<file path="src/rtl/accel_spi3_responder_if.sv">
`timescale 1ns/1ps
// accel_spi3_responder_if: 3-wire SPI pin bundle between the accelerometer master and responder.
// SDIO is split into master-driven in, responder-driven out and responder output-enable.
interface accel_spi3_responder_if;
  logic spi_sclk;
  logic spi_cs_n;
  logic spi_sdio_in;
  logic spi_sdio_out;
  logic spi_sdio_oe;

  modport master (
    output spi_sclk, spi_cs_n, spi_sdio_in,
    input  spi_sdio_out, spi_sdio_oe
  );

  modport slave (
    input  spi_sclk, spi_cs_n, spi_sdio_in,
    output spi_sdio_out, spi_sdio_oe
  );
endinterface

</file>
<file path="src/rtl/accel_spi3_responder.sv">
`timescale 1ns/1ps
// accel_spi3_responder: SPI mode-3 (CPOL=1, CPHA=1) 3-wire responder emulating the board G-sensor.
// All SPI pins are oversampled in clk_clk; X/Y/Z samples come from a stimulus block.
module accel_spi3_responder #(
  parameter logic [7:0] DEVID       = 8'hE5,
  parameter int         SYNC_STAGES = 2
) (
  input  logic                  clk_clk,
  input  logic                  reset_reset_n,
  accel_spi3_responder_if.slave spi,
  input  logic signed [15:0]    sample_x,
  input  logic signed [15:0]    sample_y,
  input  logic signed [15:0]    sample_z,
  input  logic                  sample_valid,
  output logic                  int_out,
  output logic                  reg_wr_strobe,
  output logic [5:0]            reg_wr_addr,
  output logic [7:0]            reg_wr_data
);

  typedef enum logic [1:0] {S_IDLE, S_CMD, S_WR_DATA, S_RD_DATA} state_t;

  localparam logic [5:0] A_DEVID  = 6'h00;
  localparam logic [5:0] A_INT_EN = 6'h2E;
  localparam logic [5:0] A_STATUS = 6'h30;
  localparam logic [5:0] A_XL     = 6'h32;
  localparam logic [5:0] A_XH     = 6'h33;
  localparam logic [5:0] A_YL     = 6'h34;
  localparam logic [5:0] A_YH     = 6'h35;
  localparam logic [5:0] A_ZL     = 6'h36;
  localparam logic [5:0] A_ZH     = 6'h37;

  logic [SYNC_STAGES-1:0] r_sclk_sync, r_cs_sync, r_sdi_sync;
  logic                   r_sclk_d, r_cs_d;
  logic                   w_sclk, w_cs, w_sdi;
  logic                   w_rise, w_fall, w_cs_fall, w_cs_rise;

  state_t                 r_state, w_state_nxt;
  logic [6:0]             r_shift;
  logic [2:0]             r_bit_cnt;
  logic                   r_mb;
  logic [5:0]             r_addr;
  logic [6:0]             r_tx;
  logic                   r_sdo, r_oe;

  logic [7:0]             r_regs [0:63];
  logic                   r_dr;
  logic                   r_pend_vld;
  logic signed [15:0]     r_pend_x, r_pend_y, r_pend_z;
  logic                   r_wr_strobe;
  logic [5:0]             r_wr_addr;
  logic [7:0]             r_wr_data;
  logic                   r_int;

  logic [7:0]             w_byte_in, w_rd_byte;
  logic                   w_wr_done, w_rd_done, w_wr_ro, w_addr_is_sample;
  logic                   w_smp_direct, w_smp_load;
  logic signed [15:0]     w_ld_x, w_ld_y, w_ld_z;

  assign w_sclk    = r_sclk_sync[SYNC_STAGES-1];
  assign w_cs      = r_cs_sync[SYNC_STAGES-1];
  assign w_sdi     = r_sdi_sync[SYNC_STAGES-1];
  assign w_rise    = w_sclk & ~r_sclk_d & ~w_cs;
  assign w_fall    = ~w_sclk & r_sclk_d & ~w_cs;
  assign w_cs_fall = r_cs_d & ~w_cs;
  assign w_cs_rise = ~r_cs_d & w_cs;

  assign w_byte_in = {r_shift, w_sdi};
  assign w_wr_done = (r_state == S_WR_DATA) && w_rise && (r_bit_cnt == 3'd7);
  assign w_rd_done = (r_state == S_RD_DATA) && w_fall && (r_bit_cnt == 3'd7);

  assign w_addr_is_sample = (r_addr >= A_XL) && (r_addr <= A_ZH);
  assign w_wr_ro          = (r_addr == A_DEVID) || (r_addr == A_STATUS) || w_addr_is_sample;

  // A sample seen while deselected loads at once; a pending one lands on deselect so reads never tear
  assign w_smp_direct = sample_valid & w_cs;
  assign w_smp_load   = w_smp_direct | (w_cs_rise & r_pend_vld);
  assign w_ld_x       = w_smp_direct ? sample_x : r_pend_x;
  assign w_ld_y       = w_smp_direct ? sample_y : r_pend_y;
  assign w_ld_z       = w_smp_direct ? sample_z : r_pend_z;

  assign spi.spi_sdio_out = r_sdo;
  assign spi.spi_sdio_oe  = r_oe;
  assign int_out          = r_int;
  assign reg_wr_strobe    = r_wr_strobe;
  assign reg_wr_addr      = r_wr_addr;
  assign reg_wr_data      = r_wr_data;

  // Synchronize the SPI pins and keep one cycle of history for edge detection
  always_ff @(posedge clk_clk or negedge reset_reset_n) begin
    if (!reset_reset_n) begin
      r_sclk_sync <= '1;
      r_cs_sync   <= '1;
      r_sdi_sync  <= '0;
      r_sclk_d    <= 1'b1;
      r_cs_d      <= 1'b1;
    end else begin
      r_sclk_sync <= {r_sclk_sync[SYNC_STAGES-2:0], spi.spi_sclk};
      r_cs_sync   <= {r_cs_sync[SYNC_STAGES-2:0], spi.spi_cs_n};
      r_sdi_sync  <= {r_sdi_sync[SYNC_STAGES-2:0], spi.spi_sdio_in};
      r_sclk_d    <= w_sclk;
      r_cs_d      <= w_cs;
    end
  end

  // Transaction state register
  always_ff @(posedge clk_clk or negedge reset_reset_n) begin
    if (!reset_reset_n) r_state <= S_IDLE;
    else                r_state <= w_state_nxt;
  end

  // Next state: command byte picks read or write; deselect always returns to idle
  always_comb begin
    w_state_nxt = r_state;
    case (r_state)
      S_IDLE:  if (w_cs_fall) w_state_nxt = S_CMD;
      S_CMD:   if (w_rise && (r_bit_cnt == 3'd7)) w_state_nxt = r_shift[6] ? S_RD_DATA : S_WR_DATA;
      default: w_state_nxt = r_state;
    endcase
    if (w_cs_rise) w_state_nxt = S_IDLE;
  end

  // Register map read view: DEVID and status are synthesized, everything else is storage
  always_comb begin
    w_rd_byte = r_regs[r_addr];
    if (r_addr == A_DEVID)       w_rd_byte = DEVID;
    else if (r_addr == A_STATUS) w_rd_byte = {r_dr, 7'b0};
  end

  // Shift bits in on sclk rises, shift read data out on falls, sequence the address
  always_ff @(posedge clk_clk or negedge reset_reset_n) begin
    if (!reset_reset_n) begin
      r_shift   <= '0;
      r_bit_cnt <= '0;
      r_mb      <= 1'b0;
      r_addr    <= '0;
      r_tx      <= '0;
      r_sdo     <= 1'b0;
      r_oe      <= 1'b0;
    end else if (w_cs_rise || w_cs_fall) begin
      r_bit_cnt <= '0;
      r_sdo     <= 1'b0;
      r_oe      <= 1'b0;
    end else begin
      if (w_rise && ((r_state == S_CMD) || (r_state == S_WR_DATA))) begin
        r_shift   <= w_byte_in[6:0];
        r_bit_cnt <= r_bit_cnt + 3'd1;
        if ((r_state == S_CMD) && (r_bit_cnt == 3'd7)) begin
          r_mb   <= r_shift[5];
          r_addr <= w_byte_in[5:0];
        end
        if (w_wr_done && r_mb) r_addr <= r_addr + 6'd1;
      end
      if (w_fall && (r_state == S_RD_DATA)) begin
        r_bit_cnt <= r_bit_cnt + 3'd1;
        if (r_bit_cnt == 3'd0) begin
          r_oe  <= 1'b1;
          r_sdo <= w_rd_byte[7];
          r_tx  <= w_rd_byte[6:0];
        end else begin
          r_sdo <= r_tx[6];
          r_tx  <= {r_tx[5:0], 1'b0};
        end
        if ((r_bit_cnt == 3'd7) && r_mb) r_addr <= r_addr + 6'd1;
      end
    end
  end

  // Register file, write commit strobe, sample capture and DATA_READY tracking
  always_ff @(posedge clk_clk or negedge reset_reset_n) begin
    if (!reset_reset_n) begin
      for (int i = 0; i < 64; i++) r_regs[i] <= '0;
      r_dr        <= 1'b0;
      r_pend_vld  <= 1'b0;
      r_pend_x    <= '0;
      r_pend_y    <= '0;
      r_pend_z    <= '0;
      r_wr_strobe <= 1'b0;
      r_wr_addr   <= '0;
      r_wr_data   <= '0;
    end else begin
      r_wr_strobe <= w_wr_done;
      if (w_wr_done) begin
        r_wr_addr <= r_addr;
        r_wr_data <= w_byte_in;
        if (!w_wr_ro) r_regs[r_addr] <= w_byte_in;
      end
      if (w_cs_rise) r_pend_vld <= 1'b0;
      if (sample_valid && !w_cs) begin
        r_pend_vld <= 1'b1;
        r_pend_x   <= sample_x;
        r_pend_y   <= sample_y;
        r_pend_z   <= sample_z;
      end
      if (w_smp_load) begin
        r_regs[A_XL] <= w_ld_x[7:0];
        r_regs[A_XH] <= w_ld_x[15:8];
        r_regs[A_YL] <= w_ld_y[7:0];
        r_regs[A_YH] <= w_ld_y[15:8];
        r_regs[A_ZL] <= w_ld_z[7:0];
        r_regs[A_ZH] <= w_ld_z[15:8];
        r_dr         <= 1'b1;
      end else if (w_rd_done && w_addr_is_sample) begin
        r_dr <= 1'b0;
      end
    end
  end

  // Data-ready interrupt, gated by the enable bit
  always_ff @(posedge clk_clk or negedge reset_reset_n) begin
    if (!reset_reset_n) r_int <= 1'b0;
    else                r_int <= r_dr & r_regs[A_INT_EN][7];
  end

endmodule

</file>
<file path="src/flat_wrapper.sv">
// flat-port wrapper written by rule: the top's interface ports become plain ports
module accel_spi3_responder_flat 
#(
  parameter logic [7:0] DEVID       = 8'hE5,
  parameter int         SYNC_STAGES = 2
)
  (clk_clk, reset_reset_n, sample_x, sample_y, sample_z, sample_valid, int_out, reg_wr_strobe, reg_wr_addr, reg_wr_data, spi_spi_sclk, spi_spi_cs_n, spi_spi_sdio_in, spi_spi_sdio_out, spi_spi_sdio_oe);
  accel_spi3_responder_if spi_i ();
  input  logic clk_clk;
  input  logic reset_reset_n;
  input  logic signed [15:0] sample_x;
  input  logic signed [15:0] sample_y;
  input  logic signed [15:0] sample_z;
  input  logic sample_valid;
  output logic int_out;
  output logic reg_wr_strobe;
  output logic [5:0] reg_wr_addr;
  output logic [7:0] reg_wr_data;
  input wire logic [$bits(spi_i.spi_sclk)-1:0] spi_spi_sclk;
  input wire logic [$bits(spi_i.spi_cs_n)-1:0] spi_spi_cs_n;
  input wire logic [$bits(spi_i.spi_sdio_in)-1:0] spi_spi_sdio_in;
  output wire logic [$bits(spi_i.spi_sdio_out)-1:0] spi_spi_sdio_out;
  output wire logic [$bits(spi_i.spi_sdio_oe)-1:0] spi_spi_sdio_oe;
  assign spi_i.spi_sclk = spi_spi_sclk;
  assign spi_i.spi_cs_n = spi_spi_cs_n;
  assign spi_i.spi_sdio_in = spi_spi_sdio_in;
  assign spi_spi_sdio_out = spi_i.spi_sdio_out;
  assign spi_spi_sdio_oe = spi_i.spi_sdio_oe;
  accel_spi3_responder #(.DEVID(DEVID), .SYNC_STAGES(SYNC_STAGES)) u_core (.clk_clk(clk_clk), .reset_reset_n(reset_reset_n), .spi(spi_i), .sample_x(sample_x), .sample_y(sample_y), .sample_z(sample_z), .sample_valid(sample_valid), .int_out(int_out), .reg_wr_strobe(reg_wr_strobe), .reg_wr_addr(reg_wr_addr), .reg_wr_data(reg_wr_data));
endmodule
</file>
<file path="config.mk">
export PLATFORM = sky130hd
export DESIGN_NAME = accel_spi3_responder_flat
export DESIGN_NICKNAME = d
export VERILOG_FILES = /design/src/rtl/accel_spi3_responder_if.sv /design/src/rtl/accel_spi3_responder.sv /design/src/flat_wrapper.sv
export SDC_FILE = /design/constraint.sdc
export NUM_CORES = 1
export LEC_CHECK = 0
export BUFFER_PORTS_ARGS = -buffer_cell sky130_fd_sc_hd__buf_4
export CAP_MARGIN = 15
export CORE_MARGIN = 8
export CORE_UTILIZATION = 35
export CTS_BUF_LIST = sky130_fd_sc_hd__clkbuf_8
export DETAILED_ROUTE_END_ITERATION = 7
export PLACE_DENSITY_LB_ADDON = 0.15
export SLEW_MARGIN = 20
export SYNTH_ARGS = -nofsm -noshare
export SYNTH_HDL_FRONTEND = slang
export SYNTH_SLANG_ARGS = --single-unit
</file>
<file path="constraint.sdc">
create_clock -name clk_clk -period 4.11 [get_ports clk_clk]
set_input_delay 0.822 -clock clk_clk [delete_from_list [all_inputs] [get_ports clk_clk]]
set_output_delay 0.822 -clock clk_clk [all_outputs]
set_load 0.01 [all_outputs]
</file>
==> Word level (Yosys, flattened, before mapping) <==
Index checks and enable logic that the tools add are counted.
{ "totals": {"register_bits": 614, "wordCells": 190, "inputBits": 54, "out_inout_bits": 18} }
{ "classes": {"order_cmp": 4, "eq_ne": 8, "reduce_logical": 35, "bitwise_logic": 17, "addsub": 2, "muxes": 38} }
{ "op_table": {"columns": ["operator", "n"], "rows": [
  ["$bwmux 512", 1],
  ["$mux 112", 2],
  ["$bmux 8 s6", 1],
  ["$demux 8 s6", 1],
  ["$mux 16", 3],
  ["$mux 48", 1],
  ["$mux 8", 5],
  ["$mux 6", 5],
  ["$logic_and 1x1->1", 13],
  ["$mux 1", 11],
  ["$reduce_and 2->1", 5],
  ["$reduce_bool 2->1", 5],
  ["$and 1x1->1", 9],
  ["$mux 3", 3],
  ["$ge 7x7->1 const B", 1],
  ["$lt 7x1->1 const B", 1],
  ["$mux 7", 1],
  ["$not 6->7", 1],
  ["$add 6x1->6 const B", 1],
  ["$eq 6x6->1 const B", 1],
  ["$ge 6x6->1 const B", 1],
  ["$le 6x6->1 const B", 1],
  ["$logic_not 6->1", 1],
  ["$mux 2", 3],
  ["15 further kinds", 27]
]} }

==> Longest topological paths before layout <==
Gate-level depths: netlist of run 1.
{ "depth": {"word_depth": 10, "depth_mapped": 11, "depth_no_buf": 9} }

==> Worst setup path after synthesis of run 1 <==
No wires, ideal clock.
{ "synth_timing": {"path_kind": "register to register", "startpoint": "register u_core.r_addr[0]", "endpoint": "register u_core.r_regs[48] in the netlist's numbering", "setup_slack_ns": 1.330, "synth_period_minus_slack_ns": 2.780, "setup_time_ns": 0.125, "arrival_ns": 2.656, "required_ns": 3.985, "stages_incl_launch_ff": 11, "n_path_buf": 4, "path_cell_list": "dfrtp_1 > buf_2 > inv_1 > clkbuf_1 > clkbuf_1 > ha_1 > nor3b_1 > or3_1 > buf_6 > nor3_4 > mux2_2"} }
{ "synth_via": {"elab_chain_cells": 6, "word_cells_on_any_way": 16, "cone_classes": "4 x order compare; 1 x eq/ne; 3 x mux; 2 x bitwise; 6 x reduce/logical"} }
{ "synth_lines": {"columns": ["item", "line", "text"], "rows": [
  ["start: declaration", "accel_spi3_responder.sv:42", "logic [5:0] r_addr;"],
  ["start signal: assignment", "accel_spi3_responder.sv:150", "r_addr <= w_byte_in[5:0];"],
  ["start signal: assignment", "accel_spi3_responder.sv:152", "if (w_wr_done && r_mb) r_addr <= r_addr + 6'd1;"],
  ["start signal: assignment", "accel_spi3_responder.sv:164", "if ((r_bit_cnt == 3'd7) && r_mb) r_addr <= r_addr + 6'd1;"],
  ["$not 6->7 (implied by the code)", "accel_spi3_responder.sv:186", "if (!w_wr_ro) r_regs[r_addr] <= w_byte_in;"],
  ["$ge 7x7->1 (implied by the code) / $lt 7x1->1 (equally long branches)", "accel_spi3_responder.sv:186", null],
  ["$logic_and 1x1->1 (implied by the code)", "accel_spi3_responder.sv:186", null],
  ["$mux 8 (implied by the code)", "accel_spi3_responder.sv:186", null],
  ["$demux 8 s6", "accel_spi3_responder.sv:186", null],
  ["$bwmux 512", "accel_spi3_responder.sv:186", null],
  ["end signal: indexed assignment", "accel_spi3_responder.sv:186", null],
  ["end signal: indexed assignment", "accel_spi3_responder.sv:196", "r_regs[A_XL] <= w_ld_x[7:0];"],
  ["end signal: indexed assignment", "accel_spi3_responder.sv:197", "r_regs[A_XH] <= w_ld_x[15:8];"],
  ["end: declaration", "accel_spi3_responder.sv:46", "logic [7:0] r_regs [0:63];"]
]} }
Several ways; a longest one is shown, not always the timed one.
A chain may end at the register's enable or synchronous reset.

==> Worst setup path in the final report of run 1 <==
{ "layout_timing": {"startpoint": "register u_core.r_addr[2]", "endpoint": "register u_core.r_sdo (netlist: u_core.spi.spi_sdio_out)"} }
{ "layout_via": {"elab_chain_cells": 9, "word_cells_on_any_way": 11, "cone_classes": "1 x eq/ne; 8 x mux; 1 x bitwise; 1 x reduce/logical"} }
{ "layout_lines": {"columns": ["item", "line", "text"], "rows": [
  ["$not 6->7 (implied by the code)", "accel_spi3_responder.sv:125", "w_rd_byte = r_regs[r_addr];"],
  ["$bmux 8 s6", "accel_spi3_responder.sv:125", null],
  ["$mux 8 (implied by the code) (2 in a row)", "accel_spi3_responder.sv:125", null],
  ["$mux 8", "accel_spi3_responder.sv:127", "else if (r_addr == A_STATUS) w_rd_byte = {r_dr, 7'b0};"],
  ["$mux 8 (*)", "accel_spi3_responder.sv:126", "if (r_addr == A_DEVID) w_rd_byte = DEVID;"],
  ["$mux 1 (*)", "accel_spi3_responder.sv:156", "if (r_bit_cnt == 3'd0) begin"],
  ["$mux 1 (*)", "accel_spi3_responder.sv:154", "if (w_fall && (r_state == S_RD_DATA)) begin"],
  ["$mux 1 (*)", "accel_spi3_responder.sv:140", "end else if (w_cs_rise || w_cs_fall) begin"],
  ["end signal: assignment", "accel_spi3_responder.sv:158", "r_sdo <= w_rd_byte[7];"],
  ["end signal: assignment", "accel_spi3_responder.sv:161", "r_sdo <= r_tx[6];"],
  ["end: declaration", "accel_spi3_responder.sv:44", "logic r_sdo, r_oe;"]
]} }
Every way passes the cells marked *; elsewhere a longest branch is shown, timed or not. The select of a mux whose other input is x is not followed.

==> flow_summary.yaml, run 1 <==
route:
  routedWlPerCell_um: 25.5
  drc_errors: 0
  drt_iter0_drc: 1141
  avgViaCountPerCell: 5.44
  ant_nets: 0
  vias: 18800
  first_pass_iters: 5
  routed_wl_um: 88100
floorplanning:
  coreArea_um2: 80000
  io_pins: 72
  dieHeight_um: 299
  die_x_um: 299
  rows: 104
  die-area_um2: 89700
  start_util: 0.351
critical_path:
  worstSetupPathType: "reg -> reg"
  cp_slowest_stage_delay_ns: 0.95
  critPathBufInv: 1
  worstPathRequired_ns: 4.74
  critPathLaunch: "u_core.r_addr[2]$_DFFE_PN0P_"
  cp_common_cell: "o21ai_0"
  arrival_ns: 4.07
  timing.rr.start: "u_core.r_addr[2]$_DFFE_PN0P_"
  r2r_cells: 7
  crit_family: "compound AO/OA/AOI/OAI gates"
  reg2reg_setup_slack_ns: 0.67
  r2r_end: "u_core.spi.spi_sdio_out$_DFFE_PN0P_"
  start_kind: "register"
  endpoint_kind: "register"
  path_max_fanout: 35
  cp_cell_sequence: "and3b_1 -> buf_4 -> a22oi_1 -> o21ai_0 -> o21ai_0 -> nand4_1 -> o21a_1"
  slowest_stage: "dfrtp_4"
clock_tree:
  clkLatencyLatePin_ns: 0.74
  numCtsBuffers: 110
  postCtsSetupBuffers: 0
  cts_tree: "done"
  clock_sinks: 614
  cts_resized: 0
  htree_levels: 3
  cts_hold_buf: 0
  path_clk_slew_ns: 0.06
  clockBufferDepth: 3
  ctsRootBufferMaster: "clkbuf_8"
timing:
  setup_tns_ns: 0
  finalMaxSlewViolations: 0
  finalClockSkew_ns: 0.0382
  max_slew.worst_pin.slew_ns: 1.07
  setup_violations: 0
  max-slew-margin-rel: 0.287
  fin_crit_sh: 0.836
  fin_crit_ns: 3.44
  rsz0062_at_grt: "false"
  finalHoldViolations: 0
  fmax_ghz: 0.291
global_routing:
  met2_usage: 0.315
  grt_pass1_vias: 19900
  grt_use_met3: 0.0368
  grt-ovfl-total: 0
  grt_max_degree: 106
  grt_antenna_before_repair: 3
  grt_most_used_layer: "met2"
  grt_pass1_wl_um: 134000
  grt_use_total: 0.196
  grt.met1_usage: 0.272
final_layout:
  final_area_um2: 32300
  drive_gt1_frac: 0.381
  fillers: 7654
  multi_input_area_um2: 12100
  ff_latch_area_um2: 15400
  nets: 2375
  area_growth_syn_to_layout_pct: 14.9
  fin_cells: 3455
yosys:
  synth-main-ff-cell: "dfrtp_1"
  yosys.cell_types.count: 64
  ys_seq_elements: 614
  synth.net_count: 2264
  ys_warn_count: 0
  synth-seq-area-share: 0.547
  synth-edff-count: 0
  synth_cells: 2198
  synth_top_area_share: 0.541
  ys_async_sr_fraction: 1.00
  synth_area_leaders: "dfrtp_1 54%, mux2_2 21%, mux2i_1 4.3%, mux4_2 2.9%, nand2_1 2.7%"
  syn_area_um2: 28100
  avgSynthCellArea_um2: 12.8
  yosys.area.top_type: "dfrtp_1"
power:
  p_leak_nw: 15.1
  ir_drop_mv: 0.248
  pwr_density_cell_nw_per_um2: 399
min_path:
  min_path_type: "in -> async"
placement:
  dp.final_hpwl_um: 58000
  port_buffers: 71
  place_congestion: 0.881
  dpl_cell_area_um2: 30100
  dp.cells: 3257
flow_run:
  cap_viol_max_count: 0
run_status:
  status: "completed"
-- routing by layer --
layer / part of all wire / up-vias
met5: 0.00031 / -
met4: 0.025 / 4
met3: 0.052 / 143
met2: 0.46 / 548
met1: 0.46 / 9822
li1: - / 8270
-- cell usage in the layout, fill, tap and decap left out, drive strengths merged, types with 34 or more instances in the layout --
cell / instances
buf: 151
clkbuf: 139
mux4: 36
mux2: 514
a221oi: 37
inv: 57
nand2: 202
o22ai: 34
a21oi: 57
mux2i: 121
o21ai: 125
dfrtp: 608
a22oi: 35
nor2: 76
-- cells in the mapped netlist (24+ instances only) --
cell type,n
dfrtp_1,608
mux2i_1,121
a221oi_1,37
a22oi_1,35
o21ai_0,125
nand3_1,24
buf_2,27
mux4_2,36
o22ai_1,34
nor2_1,54
mux2_2,514
clkbuf_1,110
nand2_1,199
a21oi_1,57
-- layout make-up --
cell class / instances / share of cell area
sequential: 614 / 0.477
multi-input combinational: 1418 / 0.374
clock buffer: 139 / 0.0592
tap: 1060 / 0.0411
timing repair buffer: 151 / 0.0384
clock inverter: 56 / 0.00864
inverter: 14 / 0.00163
antenna: 3 / 0.000232
-- worst register-to-register path, stage by stage, from the launching register on --
cell and delay (ns):
dfrtp_4 0.95, and3b_1 0.60, buf_4 0.35, a22oi_1 0.18, o21ai_0 0.10, o21ai_0 0.64
nand4_1 0.27, o21a_1 0.24
-- sequential cells by signal, indices dropped and copies added (netlist names), 3 cells and up --
register and cells:
u_core.r_regs 512, u_core.r_addr 6, u_core.r_tx 7, u_core.r_pend_y 16
u_core.reg_wr_data 8, u_core.r_pend_x 16, u_core.r_pend_z 16, u_core.r_bit_cnt 3
u_core.r_shift 7, u_core.reg_wr_addr 6
-- cells by family (layout without fill, tap and decap cells) --
family	after synthesis	in the layout	share of synthesized area
other	0	3	0
buffers and inverters	166	360	0.0240
and+or+nand+nor	366	366	0.0612
muxes	671	671	0.278
AOI/OAI and AO/OA	367	367	0.0842
xor gates and xnor gates	2	2	0.000623
adders and majority gates	12	12	0.00534
DFF	614	614	0.547
-- worst max-delay path by stage --
| stage | cells after the start | end | slack [ns] |
|---|---|---|---|
| after floorplan | 10 | u_core.r_regs[48]$_DFFE_PN0P_ | 1.33 |
| after global placement | 5 | u_core.r_regs[243]$_DFFE_PN0P_ | 0.86 |
| after detailed placement | 6 | u_core.r_tx[5]$_DFFE_PN0P_ | 0.85 |
| after CTS | 5 | u_core.r_regs[246]$_DFFE_PN0P_ | 0.83 |
| after global routing | 8 | u_core.r_regs[458]$_DFFE_PN0P_ | 0.70 |
| final | 7 | u_core.spi.spi_sdio_out$_DFFE_PN0P_ | 0.67 |
-- per-stage QoR --
step,total power [W],hold WS [ns],utilization,setup slack [ns]
after floorplan,0.00685,0.331,-,1.33
after global placement,0.00729,0.339,0.376,0.860
after detailed placement,0.00732,0.338,0.376,0.851
after CTS,0.0131,0.0796,0.403,0.834
after global routing,0.0134,0.118,0.404,0.703
final,0.0129,0.120,0.404,0.675
-- where the power goes --
part	total, W	leakage [nW]	internal (W)	switching (W)
Combinational	0.000696	5.45	0.000249	0.000447
Sequential	0.00650	8.34	0.00624	0.000260
Clock	0.00568	1.28	0.00308	0.00260
Power figures use the tool's default switching activity.
==> run 2: changes to the inputs <==
--- a/config.mk
+++ b/config.mk
@@ -5,6 +5,7 @@
 export SDC_FILE = /design/constraint.sdc
 export NUM_CORES = 1
 export LEC_CHECK = 0
+export ABC_AREA = 1
 export BUFFER_PORTS_ARGS = -buffer_cell sky130_fd_sc_hd__buf_4
 export CAP_MARGIN = 15
 export CORE_MARGIN = 8
==> constraint.sdc (replaced) <==
create_clock -name clk_clk -period 3.2 [get_ports clk_clk]
set_input_delay 0.64 -clock clk_clk [delete_from_list [all_inputs] [get_ports clk_clk]]
set_output_delay 0.64 -clock clk_clk [all_outputs]
set_load 0.01 [all_outputs]
==> run 2 against run 1 <==
  * Combinational power increased to 4.2 times the previous value
  * Final area increased by 2.2%
  * Clock skew decreased by 0.0011 ns
  * Clock power increased by 34%
  * Register-to-register slack got worse by 0.31 ns
==> flow_summary.yaml, run 2 <==
yosys:
  synth-xor-area-share: 0.000908
  synth_top_family_by_area: "simple AND/OR/NAND/NOR gates"
  synth_most_common_cell: "nand2_1"
  synth-edff-count: 0
  synthTopCellsByCount: "1505 x nand2_1, 654 x o21ai_0, 608 x dfrtp_1, 188 x inv_1, 174 x clkbuf_1"
  synth-compound-area-share: 0.143
  syn_area_um2: 28900
  yosys.area_share.adder: 0.00519
  synth-simple-area-share: 0.250
  avgSynthCellArea_um2: 7.89
  yosys.cell_types.count: 34
  yosys.area.top_type: "dfrtp_1"
  ys_async_sr_fraction: 1.00
  synth_top_area_share: 0.526
  ys_warn_count: 0
  synth-seq-area-share: 0.531
  synthMuxAreaShare: 0.0101
  synth.net_count: 3735
  synth_area_leaders: "dfrtp_1 53%, nand2_1 20%, o21ai_0 11%, inv_1 2.4%, clkbuf_1 2.3%"
  ys_seq_elements: 614
  synth_cells: 3669
  synth-main-ff-cell: "dfrtp_1"
clock_tree:
  cts_tree: "done"
  clockBufferDepth: 3
  htree_levels: 3
  clock_sinks: 614
  numCtsBuffers: 110
  clkLatencyLatePin_ns: 0.74
  cts_resized: 0
  ctsRootBufferMaster: "clkbuf_8"
  path_clk_slew_ns: 0.06
global_routing:
  grt_antenna_before_repair: 2
  grt_max_degree: 129
  grt-ovfl-total: 0
  grt_use_total: 0.197
  grt_pass1_wl_um: 142000
  grt_pass1_vias: 23200
floorplanning:
  die_x_um: 304
  start_util: 0.353
  rows: 105
  die-area_um2: 92100
  io_pins: 72
  dieHeight_um: 304
  coreArea_um2: 82000
run_status:
  status: "completed"
timing:
  max-slew-margin-rel: 0.350
  finalMaxSlewViolations: 0
  max_slew.worst_pin.slew_ns: 0.975
  rsz0062_at_grt: "false"
  setup_tns_ns: 0
  setup_violations: 0
  fmax_ghz: 0.352
  finalHoldViolations: 0
  fin_crit_sh: 0.887
  finalClockSkew_ns: 0.0371
  holdWs_ns: 0.148
  fin_crit_ns: 2.84
critical_path:
  arrival_ns: 3.45
  worstPathRequired_ns: 3.81
  start_kind: "register"
  path_max_fanout: 16
  worstSetupPathType: "reg -> reg"
  endpoint_kind: "register"
power:
  ir_drop_mv: 0.304
  p_sw_w: 0.00560
  seqPwrFrac: 0.437
  p_clk_frac: 0.406
  intPower_w: 0.0131
  p_total_w: 0.0187
  combPwrFrac: 0.157
  p_sw_frac: 0.299
  pwr_density_cell_nw_per_um2: 567
  p_leak_nw: 16.2
route:
  vias: 23900
  m1WireLength_um: 42400
  routed_wl_um: 90500
  met3_length_um: 4150
  dr.max_layer_used: "met4"
  avgViaCountPerCell: 4.93
  drt_iter0_drc: 1969
  drc_errors: 0
  met2_length_um: 41600
  first_pass_iters: 5
  ant_nets: 0
  routedWlPerCell_um: 18.6
final_layout:
  final_area_um2: 33000
  nets: 3766
  regMostFlops: "u_core.r_regs"
  drive_gt1_frac: 0.117
  fillers: 8536
  final_cell_mix: "1503 x nand2_1, 654 x o21ai_0, 605 x dfrtp_1"
  area_growth_syn_to_layout_pct: 14.1
  final_common_cell: "nand2_1"
  largest_reg_flops: 512
min_path:
  min_path_type: "in -> reg"
placement:
  port_buffers: 71
  place_congestion: 0.834
  dp.final_hpwl_um: 57000
  dpl_cell_area_um2: 30700
flow_run:
  cap_viol_max_count: 0
run 2: repair_timing:
item	in CTS	in global routing
setup buffers	0	0
hold buffers	4	0
endpoints found under the hold margin	26	0
run 2: path summary, 6_finish.rpt:
check                           depth (start not counted)  slack, ns                             end                          start
worst max register to register                          6       0.36  u_core.r_regs[198]$_DFFE_PN0P_   u_core.r_addr[2]$_DFFE_PN0P_
min in group asynchronous                               2       0.36  u_core.r_regs[278]$_DFFE_PN0P_                  reset_reset_n
worst min-delay path                                    3       0.15  u_core.r_pend_z[5]$_DFFE_PN0P_                    sample_z[5]
worst max-delay path                                    6       0.36  u_core.r_regs[198]$_DFFE_PN0P_   u_core.r_addr[2]$_DFFE_PN0P_
max in group asynchronous                               3       1.79   u_core.r_regs[27]$_DFFE_PN0P_                  reset_reset_n
worst min register to register                          0       0.36   u_core.r_cs_sync[1]$_DFF_PN1_  u_core.r_cs_sync[0]$_DFF_PN1_
run 2: final cells by class:
cell class | count | area (µm²) | share of cell area
repair buffers | 158 | 1370 | 0.0414
diodes | 2 | 5.00 | 0.000152
inverters | 195 | 738 | 0.0224
multi-input cells | 2621 | 11900 | 0.360
clock inverters | 47 | 251 | 0.00762
clock buffers | 148 | 2040 | 0.0617
flip-flops and latches | 614 | 15400 | 0.466
well taps | 1070 | 1340 | 0.0406
run 2: per-stage QoR:
step                utilization  instances  setup WS (ns)
global placement          0.374       4654          0.444
global route              0.403       4855          0.218
detailed placement        0.374       4654          0.409
CTS                       0.402       4853          0.385
finish                    0.403       4855          0.362
floorplan                     -       3669          0.456
run 2: metal layers:
| layer | GRT usage | vias up |
|---|---|---|
| met5 | 0 | - |
| met4 | 0.0553 | 0 |
| met3 | 0.0292 | 142 |
| met2 | 0.313 | 497 |
| met1 | 0.279 | 11500 |
| li1 | - | 11800 |
run 2: cells by family after synthesis:
| family | Yosys count |
|---|---|
| compound gates | 794 |
| xor+xnor | 3 |
| fa+ha+maj | 12 |
| buf+inv | 434 |
| flops | 614 |
| mux | 26 |
| simple gates | 1786 |
run 2: worst max-delay path, cell delays in order, from the launching register on:
cell     delay [ns]
dfrtp_2        0.54
nand2_1        0.44
inv_1          0.35
nand2_1        0.21
inv_2          0.41
nand2_1        0.45
o21ai_0        0.29
run 2: power by group through the flow:
stage               clock network, W  logic (W)  registers [W]
floorplan                          0    0.00177        0.00827
global placement                   0    0.00296        0.00831
detailed placement                 0    0.00296        0.00831
CTS                          0.00780    0.00298        0.00818
global route                 0.00815    0.00326        0.00821
finish                       0.00759    0.00293        0.00818
